===== src/rtl/rx_pkg.sv =====
// Shared receive-chain constants, bank state type and the BPSK deinterleave
// index function (input bit j -> output position k).
package rx_pkg;

    localparam int N_CBPS_BPSK = 48;
    localparam int INTLV_COLS  = 16;

    typedef enum logic {
        BANK_EMPTY = 1'b0,
        BANK_FULL  = 1'b1
    } bank_state_t;

    // Output position of interleaved input bit j within one symbol.
    function automatic int deintlv_index(input int j, input int n_cbps = N_CBPS_BPSK);
        return INTLV_COLS * j - (n_cbps - 1) * ((INTLV_COLS * j) / n_cbps);
    endfunction

endpackage


===== src/rtl/deintlv_addr_gen.sv =====
// Read-side address generator: walks col 0..15 fastest, then row, producing
// addr = ROWS*col + row by accumulation instead of multiplication.
module deintlv_addr_gen
    import rx_pkg::*;
#(
    parameter int N_CBPS = N_CBPS_BPSK,
    parameter int AW     = $clog2(N_CBPS)
) (
    input  logic          Clock,
    input  logic          Reset,
    input  logic          step,
    input  logic          clear,
    output logic [AW-1:0] addr,
    output logic          last
);

    localparam int            ROWS     = N_CBPS / INTLV_COLS;
    localparam logic [AW-1:0] ROW_STEP = AW'(ROWS);
    localparam logic [AW-1:0] ROW_LAST = AW'(ROWS - 1);
    localparam logic [3:0]    COL_LAST = 4'(INTLV_COLS - 1);

    logic [3:0]    col;
    logic [AW-1:0] row;

    assign last = (col == COL_LAST) && (row == ROW_LAST);

    // Column advances every step; on column wrap the address reloads to the next row.
    always_ff @(posedge Clock or negedge Reset) begin
        if (!Reset) begin
            col  <= '0;
            row  <= '0;
            addr <= '0;
        end else if (clear) begin
            col  <= '0;
            row  <= '0;
            addr <= '0;
        end else if (step) begin
            if (col == COL_LAST) begin
                col  <= '0;
                row  <= row + 1'b1;
                addr <= row + 1'b1;
            end else begin
                col  <= col + 1'b1;
                addr <= addr + ROW_STEP;
            end
        end
    end

endmodule


===== src/rtl/bpsk_deinterleaver.sv =====
// Ping-pong BPSK block deinterleaver: one bank fills in arrival order while
// the other drains through the permuted read address, one bit per clock.
module bpsk_deinterleaver
    import rx_pkg::*;
#(
    parameter int N_CBPS = N_CBPS_BPSK
) (
    input  logic Clock,
    input  logic Reset,
    input  logic Input,
    input  logic InValid,
    output logic InReady,
    output logic Output,
    output logic OutValid,
    input  logic OutReady,
    output logic SymbolEnd
);

    localparam int            AW        = $clog2(N_CBPS);
    localparam logic [AW-1:0] WCNT_LAST = AW'(N_CBPS - 1);

    logic [N_CBPS-1:0] bank_mem [2];
    logic [1:0]        bank_full;
    logic              wbank;
    logic              rbank;
    logic [AW-1:0]     wcnt;
    logic [AW-1:0]     rd_addr;
    logic              rd_last;
    logic              wr_en;
    logic              wr_last;
    logic              rd_en;

    assign InReady = !bank_full[wbank];
    assign wr_en   = InValid && InReady;
    assign wr_last = wr_en && (wcnt == WCNT_LAST);
    assign rd_en   = (!OutValid || OutReady) && bank_full[rbank];

    // Write counter and bank pointer: switch banks after the last bit of a symbol.
    always_ff @(posedge Clock or negedge Reset) begin
        if (!Reset) begin
            wcnt  <= '0;
            wbank <= 1'b0;
        end else if (wr_en) begin
            if (wcnt == WCNT_LAST) begin
                wcnt  <= '0;
                wbank <= ~wbank;
            end else begin
                wcnt <= wcnt + 1'b1;
            end
        end
    end

    // Bank storage needs no reset: contents are only read once a bank is FULL.
    always_ff @(posedge Clock) begin
        if (wr_en) begin
            bank_mem[wbank][wcnt] <= Input;
        end
    end

    // Per-bank EMPTY/FULL flag; fill and drain always target different banks.
    generate
        for (genvar gi = 0; gi < 2; gi++) begin : g_bank
            localparam logic BANK_ID = 1'(gi);
            bank_state_t state_reg;

            always_ff @(posedge Clock or negedge Reset) begin
                if (!Reset) begin
                    state_reg <= BANK_EMPTY;
                end else if (wr_last && (wbank == BANK_ID)) begin
                    state_reg <= BANK_FULL;
                end else if (rd_en && rd_last && (rbank == BANK_ID)) begin
                    state_reg <= BANK_EMPTY;
                end
            end

            assign bank_full[gi] = (state_reg == BANK_FULL);
        end
    endgenerate

    // Read bank pointer toggles once the final position of a symbol is loaded.
    always_ff @(posedge Clock or negedge Reset) begin
        if (!Reset) begin
            rbank <= 1'b0;
        end else if (rd_en && rd_last) begin
            rbank <= ~rbank;
        end
    end

    // The generator rewinds on the last position so the next symbol starts at address 0.
    deintlv_addr_gen #(
        .N_CBPS(N_CBPS),
        .AW    (AW)
    ) u_addr_gen (
        .Clock(Clock),
        .Reset(Reset),
        .step (rd_en && !rd_last),
        .clear(rd_en && rd_last),
        .addr (rd_addr),
        .last (rd_last)
    );

    // Output register: load when free and a bank is full, else drop valid once consumed.
    always_ff @(posedge Clock or negedge Reset) begin
        if (!Reset) begin
            Output    <= 1'b0;
            OutValid  <= 1'b0;
            SymbolEnd <= 1'b0;
        end else if (rd_en) begin
            Output    <= bank_mem[rbank][rd_addr];
            OutValid  <= 1'b1;
            SymbolEnd <= rd_last;
        end else if (OutReady) begin
            OutValid  <= 1'b0;
            SymbolEnd <= 1'b0;
        end
    end

    // A stalled output must not change under the consumer.
    a_hold_stable: assert property (
        @(posedge Clock) disable iff (!Reset)
        (OutValid && !OutReady) |=> (OutValid && $stable(Output) && $stable(SymbolEnd))
    );

endmodule


===== config.mk =====
export PLATFORM = sky130hd
export DESIGN_NAME = bpsk_deinterleaver
export DESIGN_NICKNAME = d
export VERILOG_FILES = /design/src/rtl/rx_pkg.sv /design/src/rtl/deintlv_addr_gen.sv /design/src/rtl/bpsk_deinterleaver.sv
export SDC_FILE = /design/constraint.sdc
export NUM_CORES = 1
export LEC_CHECK = 0
export ABC_AREA = 1
export BUFFER_PORTS_ARGS = -buffer_cell sky130_fd_sc_hd__buf_4
export CAP_MARGIN = 20
export CORE_MARGIN = 3
export CORE_UTILIZATION = 63
export CTS_CLUSTER_DIAMETER = 50
export DETAILED_ROUTE_END_ITERATION = 12
export PLACE_DENSITY = 0.87
export SLEW_MARGIN = 25
export SYNTH_ARGS = -nofsm -noshare
export SYNTH_HDL_FRONTEND = slang
export SYNTH_HIERARCHICAL = 1
export SYNTH_SLANG_ARGS = --single-unit

===== constraint.sdc =====
create_clock -name Clock -period 2.3 [get_ports Clock]
set_input_delay 0.23 -clock Clock [delete_from_list [all_inputs] [get_ports Clock]]
set_output_delay 0.23 -clock Clock [all_outputs]
set_load 0.02 [all_outputs]

=== After elaboration in Yosys (flattened, before gate mapping) ===
Memory sizes are Yosys's and may differ from the RTL's.
Cells that the tools add are included.

* Equal/unequal tests: 3
* Reductions and logical operators: 22
* $lt $le $gt $ge: 5
* Add/sub/neg operators: 4
* Mux-type cells: 27
* Bitwise logic cells: 2

{| class="wikitable"
|+ Operators by type and width
! cell !! number
|-
| 48-bit two-way mux || 1
|-
| 6-bit two-way mux || 7
|-
| 6-bit by 7-bit less-than comparator with 1-bit output, second input constant || 2
|-
| 1-bit two-way mux || 14
|-
| 6-bit by 1-bit adder with 6-bit output, second input constant || 2
|-
| 4-bit two-way mux || 3
|-
| 1-bit logical AND || 11
|-
| 2-bit nonzero test || 5
|-
| 6-bit by 2-bit adder with 6-bit output, second input constant || 1
|-
| 1-bit binary-select mux with 6-bit select || 1
|-
| 1-bit demux with 6-bit select || 1
|-
| 6-bit by 2-bit equality test with 1-bit output, second input constant || 1
|-
| 6-bit equality test, second input constant || 1
|-
| 6-bit by 1-bit greater-or-equal comparator with 1-bit output, second input constant || 1
|-
| 4-bit by 1-bit adder with 4-bit output, second input constant || 1
|-
| 4-bit equality test, second input constant || 1
|-
| 1-bit by 2-bit less-than comparator with 1-bit output, second input constant || 2
|-
| 2-bit AND reduction || 2
|-
| 1-bit logical NOT || 3
|-
| 1-bit inverter || 2
|-
| 1-bit logical OR || 1
|}

* RAM bits: 96
* Output and inout port bits: 4
* Logic and storage cells: 75
* Input bits: 5
* Memories kept: 1
* Flip-flop bits (word level): 29

{| class="wikitable"
|+ Memories
! memory !! depth !! width !! read ports !! clocked after Yosys merged registers in !! wr ports !! line !! source
|-
| bank_mem || 2 || 48 || 1 || 0 || 1 || bpsk_deinterleaver.sv:22 || <nowiki>logic [N_CBPS-1:0] bank_mem [2];</nowiki>
|}

=== Longest topological paths before layout ===
Gate-level depths: netlist of run 1.

* Depth in word-level cells: 7
* Gate-level depth with buffers: 14
* Gate-level depth less buffers: 13

=== Cells and area by module ===
Netlist of run 1, hierarchy kept.

{| class="wikitable"
|+ Modules (own cells, without submodules)
! module !! cells each !! area an instance (µm²) !! instances
|-
| bpsk_deinterleaver || 574 || 5,312.6 || 1
|-
| deintlv_addr_gen || 115 || 910.9 || 1
|}

=== Least setup slack after synthesis of run 1 ===
Ideal clock, no wire load.

* Path kind: register to register
* Start: register u_addr_gen.col[0]
* End: register u_addr_gen.col[0]
* Period minus slack after synthesis: 1.856 ns
* Cell stages (with the launch flop): 10
* Setup time: 0.125 ns
* Arrival: 1.731 ns
* Path slack: 0.444 ns
* Required time: 2.175 ns
* Cells stage by stage: dfrtp_1 -> ha_1 -> nand3_4 -> nor4_1 -> nand2_1 -> inv_1 -> nor2_2 -> nand2_2 -> inv_2 -> mux2_2

* Word-level cells in the longest chain between the ends: 5

{| class="wikitable"
|+ RTL lines
! what !! line !! source
|-
| start, declared || deintlv_addr_gen.sv:22 || <nowiki>logic [3:0] col;</nowiki>
|-
| start signal, assigned || deintlv_addr_gen.sv:43 || <nowiki>col <= col + 1'b1;</nowiki>
|-
| 4-bit equality test (*) || deintlv_addr_gen.sv:25 || <nowiki>assign last = (col == COL_LAST) && (row == ROW_LAST);</nowiki>
|-
| 1-bit logical AND (*) || deintlv_addr_gen.sv:25 ||
|-
| via rd_last || bpsk_deinterleaver.sv:28 || <nowiki>logic rd_last;</nowiki>
|-
| 1-bit logical NOT || bpsk_deinterleaver.sv:96 || <nowiki>.step (rd_en && !rd_last),</nowiki>
|-
| 1-bit logical AND || bpsk_deinterleaver.sv:96 ||
|-
| 2-bit nonzero test (no line) || - ||
|}

Mark *: on every way through the listed nets, which the timed path passes. The rest lies on a longest branch. The select of a mux whose other input is x is not followed.
A chain may end at the register's enable or synchronous reset.

=== Final worst setup path of run 1 ===
* Start: register u_addr_gen.col[0]
* End: register u_addr_gen.addr[5]

* Word-level cells in the longest chain between the ends: 5

{| class="wikitable"
|+ RTL lines
! what !! line !! source
|-
| 4-bit equality test (*) || deintlv_addr_gen.sv:25 ||
|-
| 1-bit logical AND (*) || deintlv_addr_gen.sv:25 ||
|-
| via rd_last || bpsk_deinterleaver.sv:28 ||
|-
| 1-bit logical NOT || bpsk_deinterleaver.sv:96 ||
|-
| 1-bit logical AND || bpsk_deinterleaver.sv:96 ||
|-
| 2-bit nonzero test (no line) || - ||
|-
| end signal, assigned || deintlv_addr_gen.sv:41 || <nowiki>addr <= row + 1'b1;</nowiki>
|-
| end signal, assigned || deintlv_addr_gen.sv:44 || <nowiki>addr <= addr + ROW_STEP;</nowiki>
|-
| end, declared || deintlv_addr_gen.sv:13 || <nowiki>output logic [AW-1:0] addr,</nowiki>
|}

Marks and branches as above.

==> out/results.ini, run 1 <==
[run_status]
status=finished clean

[sta]
timing.fmax_ghz=0.487
fin_crit_ns=2.05
setup_viol=0
worst_slew_pin_slew_ns=0.824
hold_viol_final=0
tns_ns=0
rsz0062_at_grt=false
finalMaxSlewViolations=0
period_share_pct=89.2
fin_skew_ns=0.00942
setup_ws_ns=0.247
max-slew-margin-rel_pct=45.1

[setup_path]
start_kind=flop
r2r-end=u_addr_gen/addr[5]
regToRegStartpoint=u_addr_gen/col[0]
crit_required_ns=2.72
crit_arrival_ns=2.47
ff2ff_setup_slack_ns=0.25
cp_max_fo=6
critPathKind=reg -> reg
end_kind=flop
reg2regPathDepth=10

[pwr]
totalPowerFinal_mw=4.95
p_switching_mw=1.03
p_leak_nw=2.78
comb_power_share_pct=0.8
power_frac_seq_pct=49.2
netSwitchingFraction_pct=20.9
ir_drop_mv=0.662
pwr-share-clk_pct=50.0
internal_power_mw=3.91
power.density_mw_per_mm2=713

[yosys]
yosys.area.top_type_share_pct=46.3
synth_top_family_by_area=simple AND/OR/NAND/NOR gates
syn_inst=689
async_flop_share_pct=23.2
synth-compound-area-share_pct=2.61
yosysWarningCount=6
synth_most_common_cell=nand2_1
synth_fa_ha_area_share_pct=1.01
synthFlopType=edfxtp_1
synth_area_mm2=0.00622
synth_seq_area_share_pct=58.0
yosys.area_share.simple_pct=32.0
synthMuxAreaShare_pct=0.181
synth_xor_area_share_pct=0.422
ys_ff_latch=125
yosysUniqueCellTypes=42
postSynthAreaPerCell_um2=9.03
synth_edf_count=96
synth_area_leaders=edfxtp_1 (46%), nand2_1 (12%), dfrtp_1 (12%)
yosysTopAreaCell=edfxtp_1
synth_commonest_cells=nand2_1 (207), nor2_1 (112), nand3_1 (100)
syn-num-nets=699

[floorplanning]
die-width_um=105
num_rows=35
fp.dieH_um=105
dieArea_mm2=0.0111
initial_core_util_pct=66.1
fp.coreArea_mm2=0.00942
io_pins=9

[cts]
cts_buffers=17
clk_pin_slew_ns=0.06
cts_max_level=4
cts_sinks=125
clk_latency_ns=0.53
clockBufferDepth=2
cts_tree=yes
cts.root.buffer_cell=clkbuf_8

[layout]
multiInputGateArea_mm2=0.00227
num_antenna_cells=0
area_delta_synth_final_pct=11.5
largest_reg_flops=96
drive_gt1_share_pct=11.2
regMostFlops=bank_mem
regArea_mm2=0.00361
nNetsFinal=710
fin_area_mm2=0.00694
fillCellCount=632
final_util_pct=73.7

[drt]
drc=0
dr.pass1.iters=5
vias=5060
drt.antenna.violating_nets=0
drt_iter0_markers=562
avgViaCountPerCell=6.01
wl_um=14900
wl_per_cell_um=17.7

[grt]
antenna_found_initial=0
grt_max_degree=97
overflow=0
grt_pass1_vias=5080
grt_pass1_wl_um=24400
grt.total_usage_pct=28.5

[flow_run]
drv_cap=0

[place]
port_buffers=8
placed_area_mm2=0.00635
place_congestion=0.918
hpwl_um=8870
pre_cts_slack_ns=0.0967

[min_path]
holdCritPathClass=in -> async

[cell type report]
class | count | share of cell area [%]
inverters | 43 | 2.49
flip-flops and latches | 125 | 52.0
clock buffers | 20 | 6.28
repair buffers | 23 | 2.56
well taps | 129 | 2.33
clock inverters | 12 | 1.64
multi-input cells | 490 | 32.7
[power groups by stage]
stage	Clock [mW]	Sequential [mW]	Combinational, mW
2_1_floorplan	0	2.48	0.000518
3_3_place_gp	0	2.48	0.0350
3_5_place_dp	0	2.48	0.0372
4_1_cts	2.49	2.44	0.0399
5_1_grt	2.59	2.43	0.0458
6_report	2.47	2.44	0.0404
[worst max-delay path, stage by stage (launching register included)]
cell	delay, ns
dfrtp_1	0.38
ha_1	0.25
nand3_4	0.15
nor4_4	0.27
nand2_1	0.17
inv_1	0.19
inv_1	0.10
nand2_1	0.07
o21ai_0	0.17
nand3_1	0.14
nand2_1	0.05
[logic make-up (layout without fill, tap and decap cells)]
kind of cell | count (synthesis) | after routing
adders and majority gates | 5 | 5
buffers and inverters | 74 | 98
xor gates and xnor gates | 3 | 3
DFF | 125 | 125
and+or+nand+nor | 455 | 455
muxes | 1 | 1
AOI/OAI and AO/OA | 26 | 26
[metal layers]
metal / GRT usage [%] / share of wire, % / up-vias
met2: 47.1 / 51 / 278
met5: 0 / 0 / -
met4: 15.7 / 4.4 / 0
met1: 34.4 / 36 / 2403
li1: - / - / 2305
met3: 6.61 / 8.2 / 74
[cells in the final DEF, fill, tap and decap left out, types with 12 or more instances in the layout]
master / netlist / final
dfrtp_1: 29 / 29
nand2_1: 207 / 207
nor3_1: 12 / 12
inv_1: 36 / 36
o21ai_0: 15 / 15
edfxtp_1: 96 / 96
buf_4: 5 / 21
clkbuf_16: 0 / 16
nand3_1: 100 / 100
nor2_1: 112 / 112
[stage by stage]
stage / std cells / hold WS (ns)
6_report: 842 / 0.179
5_1_grt: 842 / 0.203
3_5_place_dp: 808 / 0.175
4_1_cts: 842 / 0.164
2_1_floorplan: 689 / -0.0656
3_3_place_gp: 808 / 0.172
[worst max path at each step]
stage | start | to | slack (ns)
after floorplan | u_addr_gen/col[0] | u_addr_gen/col[0] | 0.44
after global placement | u_addr_gen/col[0] | u_addr_gen/addr[5] | 0.29
after detailed placement | u_addr_gen/col[0] | u_addr_gen/addr[5] | 0.1
after CTS | u_addr_gen/col[0] | u_addr_gen/addr[5] | 0.1
after global routing | u_addr_gen/col[0] | u_addr_gen/addr[5] | 0.006
final | u_addr_gen/col[0] | u_addr_gen/addr[5] | 0.25
[repair_timing]
item	in CTS	in global routing
hold buffers	2	0
hold endpoints to repair	31	0
endpoints found under the setup margin	0	15
resized for setup	0	2
buffers inserted	0	0
No activity file was read; power rests on OpenSTA's default activity.
==> run 2, diff against run 1 <==
Settings changed: BUFFER_PORTS_ARGS -buffer_cell sky130_fd_sc_hd__buf_4 to -buffer_cell sky130_fd_sc_hd__buf_2, CORE_MARGIN 3 to not set, PLACE_DENSITY 0.87 to 0.8.
==> run 2 against run 1 <==
Clock power is essentially flat; via count down 3.6%; clock-buffer cell count shrank 2; fmax grew 0.11%; register-to-register slack about the same; non-clock buffer count shrank 1; setup slack better by 0.0023 ns; sequential share of layout area is 0.085 points higher; total power grew 0.31%; hold slack improved by 0.036 ns.
==> out/results.ini, run 2 (same netlist as run 1, synthesis figures left out) <==
[cts]
cts_tree=yes
cts.root.buffer_cell=clkbuf_8
cts_sinks=125
clockBufferDepth=2
cts_max_level=4
clk_pin_slew_ns=0.06
clk_latency_ns=0.53
cts_buffers=17

[min_path]
holdCritPathClass=in -> reg
hold_path_end=bank_mem[0][15]
hp-start=Input
hold_depth=1

[pwr]
pwr-share-clk_pct=50.1
netSwitchingFraction_pct=21.6
power_frac_seq_pct=49.0
totalPowerFinal_mw=4.96
p_leak_nw=2.77
ir_drop_mv=0.484
internal_power_mw=3.89
p_switching_mw=1.07
comb_power_share_pct=0.9
power.density_mw_per_mm2=717

[setup_path]
end_kind=flop
ff2ff_setup_slack_ns=0.25
start_kind=flop
reg2regPathDepth=8
crit_required_ns=2.75
critPathMaxStageDelay_ns=0.48
cp_slowest_cell=o21ai_0
cp_max_fo=5
r2r-end=u_addr_gen/col[3]
regToRegStartpoint=u_addr_gen/row[0]
crit_arrival_ns=2.50
path_cells=inv_1 > ha_1 > nand3_1 > nor4_4 > nor2_1 > o21ai_0 > o21ai_0 > nor2_1
critPathKind=reg -> reg

[grt]
grt_pass1_vias=4718
grt_max_degree=67
grt.total_usage_pct=29.9
grt_pass1_wl_um=22500
overflow=0
antenna_found_initial=0

[sta]
fin_crit_ns=2.05
setup_viol=0
fin_skew_ns=0.0113
period_share_pct=89.1
worst_slew_pin_slew_ns=0.721
max-slew-margin-rel_pct=51.9
hold_viol_final=0
timing.fmax_ghz=0.488
tns_ns=0
finalMaxSlewViolations=0
rsz0062_at_grt=false

[flow_run]
drv_cap=0

[layout]
drive_gt1_share_pct=11.4
fin_area_mm2=0.00693
area_delta_synth_final_pct=11.3
fillCellCount=647
largest_reg_flops=96
layout_commonest_cell=nand2_1
num_antenna_cells=0
final_cell_mix=nand2_1 (207), nor2_1 (112), nand3_1 (100)
nNetsFinal=709
regMostFlops=bank_mem
final_util_pct=73.6

[floorplanning]
fp.coreArea_mm2=0.00942
dieArea_mm2=0.0103
initial_core_util_pct=66.1
io_pins=9
die-width_um=101
num_rows=35
fp.dieH_um=101

[drt]
drt.antenna.violating_nets=0
drt_iter0_markers=509
vias=4879
wl_um=14000
dr.pass1.iters=5
avgViaCountPerCell=5.80
wl_per_cell_um=16.7
drc=0

[place]
hpwl_um=8480
placed_area_mm2=0.00634
port_buffers=8
place_congestion=0.851

[run_status]
status=finished clean

-- run 2: worst max-delay path by stage --
stage                          to               from  slack [ns]  cells after the start
2_1_floorplan   u_addr_gen/col[0]  u_addr_gen/col[0]        0.44                      9
3_3_place_gp   u_addr_gen/addr[5]  u_addr_gen/col[0]        0.26                     10
3_5_place_dp   u_addr_gen/addr[5]  u_addr_gen/col[0]        0.14                     10
4_1_cts         u_addr_gen/col[3]  u_addr_gen/col[0]        0.09                     10
5_1_grt        u_addr_gen/addr[5]  u_addr_gen/row[0]        0.07                     11
6_report        u_addr_gen/col[3]  u_addr_gen/row[0]        0.25                      8
-- run 2: layout make-up --
type / instances / area, um2 / area share (%)
sequential: 125 / 3610 / 52.1
multi-input combinational: 490 / 2270 / 32.7
clock buffer: 18 / 418 / 6.03
inverter: 43 / 173 / 2.49
timing repair buffer: 22 / 163 / 2.35
tap: 129 / 161 / 2.33
clock inverter: 14 / 135 / 1.95
-- run 2: worst max-delay path, delay by kind of cell (launching register included) --
| family | cells | cell delay, ns |
|---|---|---|
| AO/OA/AOI/OAI | 2 | 0.68 |
| flip-flops | 1 | 0.41 |
| adder cells (fa/ha/maj) | 1 | 0.18 |
| buffers and inverters | 1 | 0.12 |
| AND/OR/NAND/NOR | 4 | 0.59 |
-- run 2: what timing repair did --
| action | CTS | global route |
|---|---|---|
| hold endpoints to repair | 31 | 0 |
| gates resized for setup | 0 | 3 |
| hold buffers | 2 | 0 |
| buffers inserted | 0 | 0 |
| setup endpoints to repair | 0 | 14 |
-- run 2: power groups by stage --
stage / Sequential, mW / Clock [mW] / Combinational (mW)
final: 2.43 / 2.49 / 0.0427
after global routing: 2.43 / 2.60 / 0.0474
after CTS: 2.43 / 2.51 / 0.0431
after detailed placement: 2.48 / 0 / 0.0404
after global placement: 2.48 / 0 / 0.0384
after floorplan: 2.48 / 0 / 0.000518
-- run 2: layer usage --
layer / routed length, um / global-route usage [%] / vias to the layer above
met5: 0 / 0 / -
met4: 267 / 10.9 / 0
met3: 1140 / 7.94 / 37
met2: 7270 / 51.2 / 224
met1: 5350 / 36.6 / 2305
li1: - / - / 2313
-- run 2: through the flow --
stage          setup slack, ns  instances  hold slack (ns)
2_1_floorplan            0.444        689          -0.0656
3_3_place_gp             0.265        807            0.306
3_5_place_dp             0.138        807            0.313
4_1_cts                 0.0914        841            0.203
5_1_grt                 0.0654        841            0.223
6_report                 0.250        841            0.214
==> run 3, diff against run 2 <==
Settings changed: ABC_AREA 1 to not set, BUFFER_PORTS_ARGS -buffer_cell sky130_fd_sc_hd__buf_2 to not set, DONT_BUFFER_PORTS set to 1, PLACE_DENSITY 0.8 to 0.79, TNS_END_PERCENT set to 10.
==> run 3 against run 2 <==
Sequential cell count unchanged; largest cell class unchanged; register-to-register slack got worse by 0.25 ns; highest routed layer unchanged; sequential share of layout area down 0.085 points; critical path depth is 1 lower; critical endpoint is now Output; hold slack worse by 0.19 ns.
==> out/results.ini, run 3 <==
[yosys]
synth_area_leaders=edfxtp_1 (49%), dfrtp_1 (12%), nor2_1 (7.3%)
synth_most_common_cell=nor2_1
synth_area_mm2=0.00593
yosysUniqueCellTypes=57
syn_inst=464
yosysWarningCount=6
yosysTopAreaCell=edfxtp_1
synthFlopType=edfxtp_1
synth_commonest_cells=nor2_1 (116), edfxtp_1 (96), nand2_1 (37)
ys_ff_latch=125
synth_seq_area_share_pct=60.9
syn-num-nets=474
postSynthAreaPerCell_um2=12.8
async_flop_share_pct=23.2
yosys.area.top_type_share_pct=48.6
synth_edf_count=96

[pwr]
p_leak_nw=2.40
netSwitchingFraction_pct=26.0
power.density_mw_per_mm2=934
power_frac_seq_pct=41.1
internal_power_mw=4.80
comb_power_share_pct=11.0
ir_drop_mv=0.808
pwr-share-clk_pct=47.9
p_switching_mw=1.68

[cts]
cts_sinks=125
clockBufferDepth=2
cts_tree=yes
cts_max_level=4
cts.root.buffer_cell=clkbuf_8
clk_pin_slew_ns=0.06
cts_buffers=17
clk_latency_ns=0.53

[drt]
vias=3898
drc=0
wl_um=13800
avgViaCountPerCell=6.40
wl_per_cell_um=22.6
drt_iter0_markers=375
drt.antenna.violating_nets=0
dr.pass1.iters=5

[flow_run]
drv_cap=0

[run_status]
status=finished clean

[place]
port_buffers=0
dp_cells=568
hpwl_um=7940
placed_area_mm2=0.00612
place_congestion=0.900

[layout]
layout_commonest_cell=nor2_1
fin_area_mm2=0.00694
final_util_pct=75.5
nNetsFinal=495
num_antenna_cells=0
final_cell_mix=nor2_1 (115), edfxtp_1 (96), nand2_1 (36)
final_cells=609
regMostFlops=bank_mem
largest_reg_flops=96
area_delta_synth_final_pct=17.1
drive_gt1_share_pct=19.9

[sta]
fin_crit_ns=2.30
rsz0062_at_grt=true
finalMaxSlewViolations=0
timing.fmax_ghz=0.435
worst_slew_pin_slew_ns=0.722
hold_viol_final=0
period_share_pct=100
fin_skew_ns=0.0108
holdWs_ns=0.0205
setup_viol=0
max-slew-margin-rel_pct=51.8

[floorplanning]
dieArea_mm2=0.00980
initial_core_util_pct=64.4
num_rows=35
fp.dieH_um=99.0
die-width_um=99.0
io_pins=9
fp.coreArea_mm2=0.00920

[grt]
grt.total_usage_pct=30.4
grt_pass1_wl_um=21300
grt_pass1_vias=3927
grt_use_met3_pct=9.79
grt_max_degree=97
overflow=0
antenna_found_initial=0
use_met2_pct=49.0
met1_usage_pct=37.1
top_usage_layer=met2

[min_path]
holdCritPathClass=in -> reg

[setup_path]
crit_required_ns=2.70
path_cells=buf_4 > buf_16 > mux4_2 > mux2_2 > mux4_2 > a41oi_2 > o21ai_1
start_kind=flop
critPathKind=reg -> reg
crit_arrival_ns=2.70
end_kind=flop
worst_path_most_repeated_cell=mux4_2
critPathMaxStageDelay_ns=0.51
cp_max_fo=5
cp_slowest_cell=mux4_2

run 3: cell types whose count changed after synthesis, sizes merged, moves of 6 or more:
cell,before,now
xnor2,2,8
nand2,214,37
clkbuf,11,17
mux2i,0,14
nand3,101,7
inv,42,11
nor3,18,9
mux4,0,24
buf,20,8
run 3: repair_timing:
action,CTS,global route
endpoints found under the setup margin,1,5
resized for setup,4,14
hold buffers,4,0
setup buffers,3,1
pin swaps,1,2
endpoints found under the hold margin,127,0
cloned,1,0
run 3: worst paths after layout:
path                                      from             endpoint  slack, ns  depth (start not counted)
min reg2reg                g_bank[1].state_reg  g_bank[1].state_reg       0.53                          2
max reg2reg                              rbank               Output     0.0007                          7
min                                    InValid              wcnt[1]       0.02                          3
min in group asynchronous                Reset              wcnt[5]       0.15                          2
max                                      rbank               Output     0.0007                          7
max in group asynchronous                Reset    u_addr_gen/row[0]       1.97                          2
run 3: through the flow:
stage	setup slack [ns]	TNS, ns	power, mW
floorplan	0.0504	0	3.11
global placement	0.0662	0	3.30
detailed placement	-0.000461	-0.000461	3.33
CTS	0.0143	0	6.45
global route	-0.0366	-0.0627	6.64
finish	0.000709	0	6.48
run 3: layout make-up:
class | count | area (um2)
Sequential cell | 125 | 3610
Inverter | 12 | 45.0
Tap cell | 111 | 139
Multi-Input combinational cell | 302 | 2150
Clock buffer | 17 | 414
Fill cell | 542 | 2260
Clock inverter | 15 | 267
Timing Repair Buffer | 27 | 314
run 3: cell families (layout without fill, tap and decap cells):
family	Yosys count	in the layout	share of synthesized area [%]
muxes	44	44	13.6
AOI/OAI and AO/OA	37	37	4.14
DFF	125	125	60.9
xor gates and xnor gates	14	14	2.07
adders and majority gates	5	5	1.06
and+or+nand+nor	202	202	15.4
buffers and inverters	37	71	2.89
run 3: worst max-delay path: cells and delay by family, from the launching register on:
family | cells | cell delay (ns)
buf+inv | 2 | 0.26
flops | 1 | 0.36
compound gates | 2 | 0.27
mux | 3 | 1.28
run 3: routing by layer:
layer,vias to the layer above,wire (um),part of all wire [%]
met3,46,1150,8.3
met1,1911,5280,38
li1,1723,-,-
met2,218,6880,50
met5,-,0,0
met4,0,480,3.5
run 3: power by group through the flow:
| stage | logic (mW) | registers, mW | clock network [mW] |
|---|---|---|---|
| floorplan | 0.515 | 2.59 | 0 |
| global placement | 0.615 | 2.69 | 0 |
| detailed placement | 0.630 | 2.70 | 0 |
| CTS | 0.690 | 2.66 | 3.10 |
| global route | 0.761 | 2.69 | 3.19 |
| finish | 0.710 | 2.67 | 3.11 |
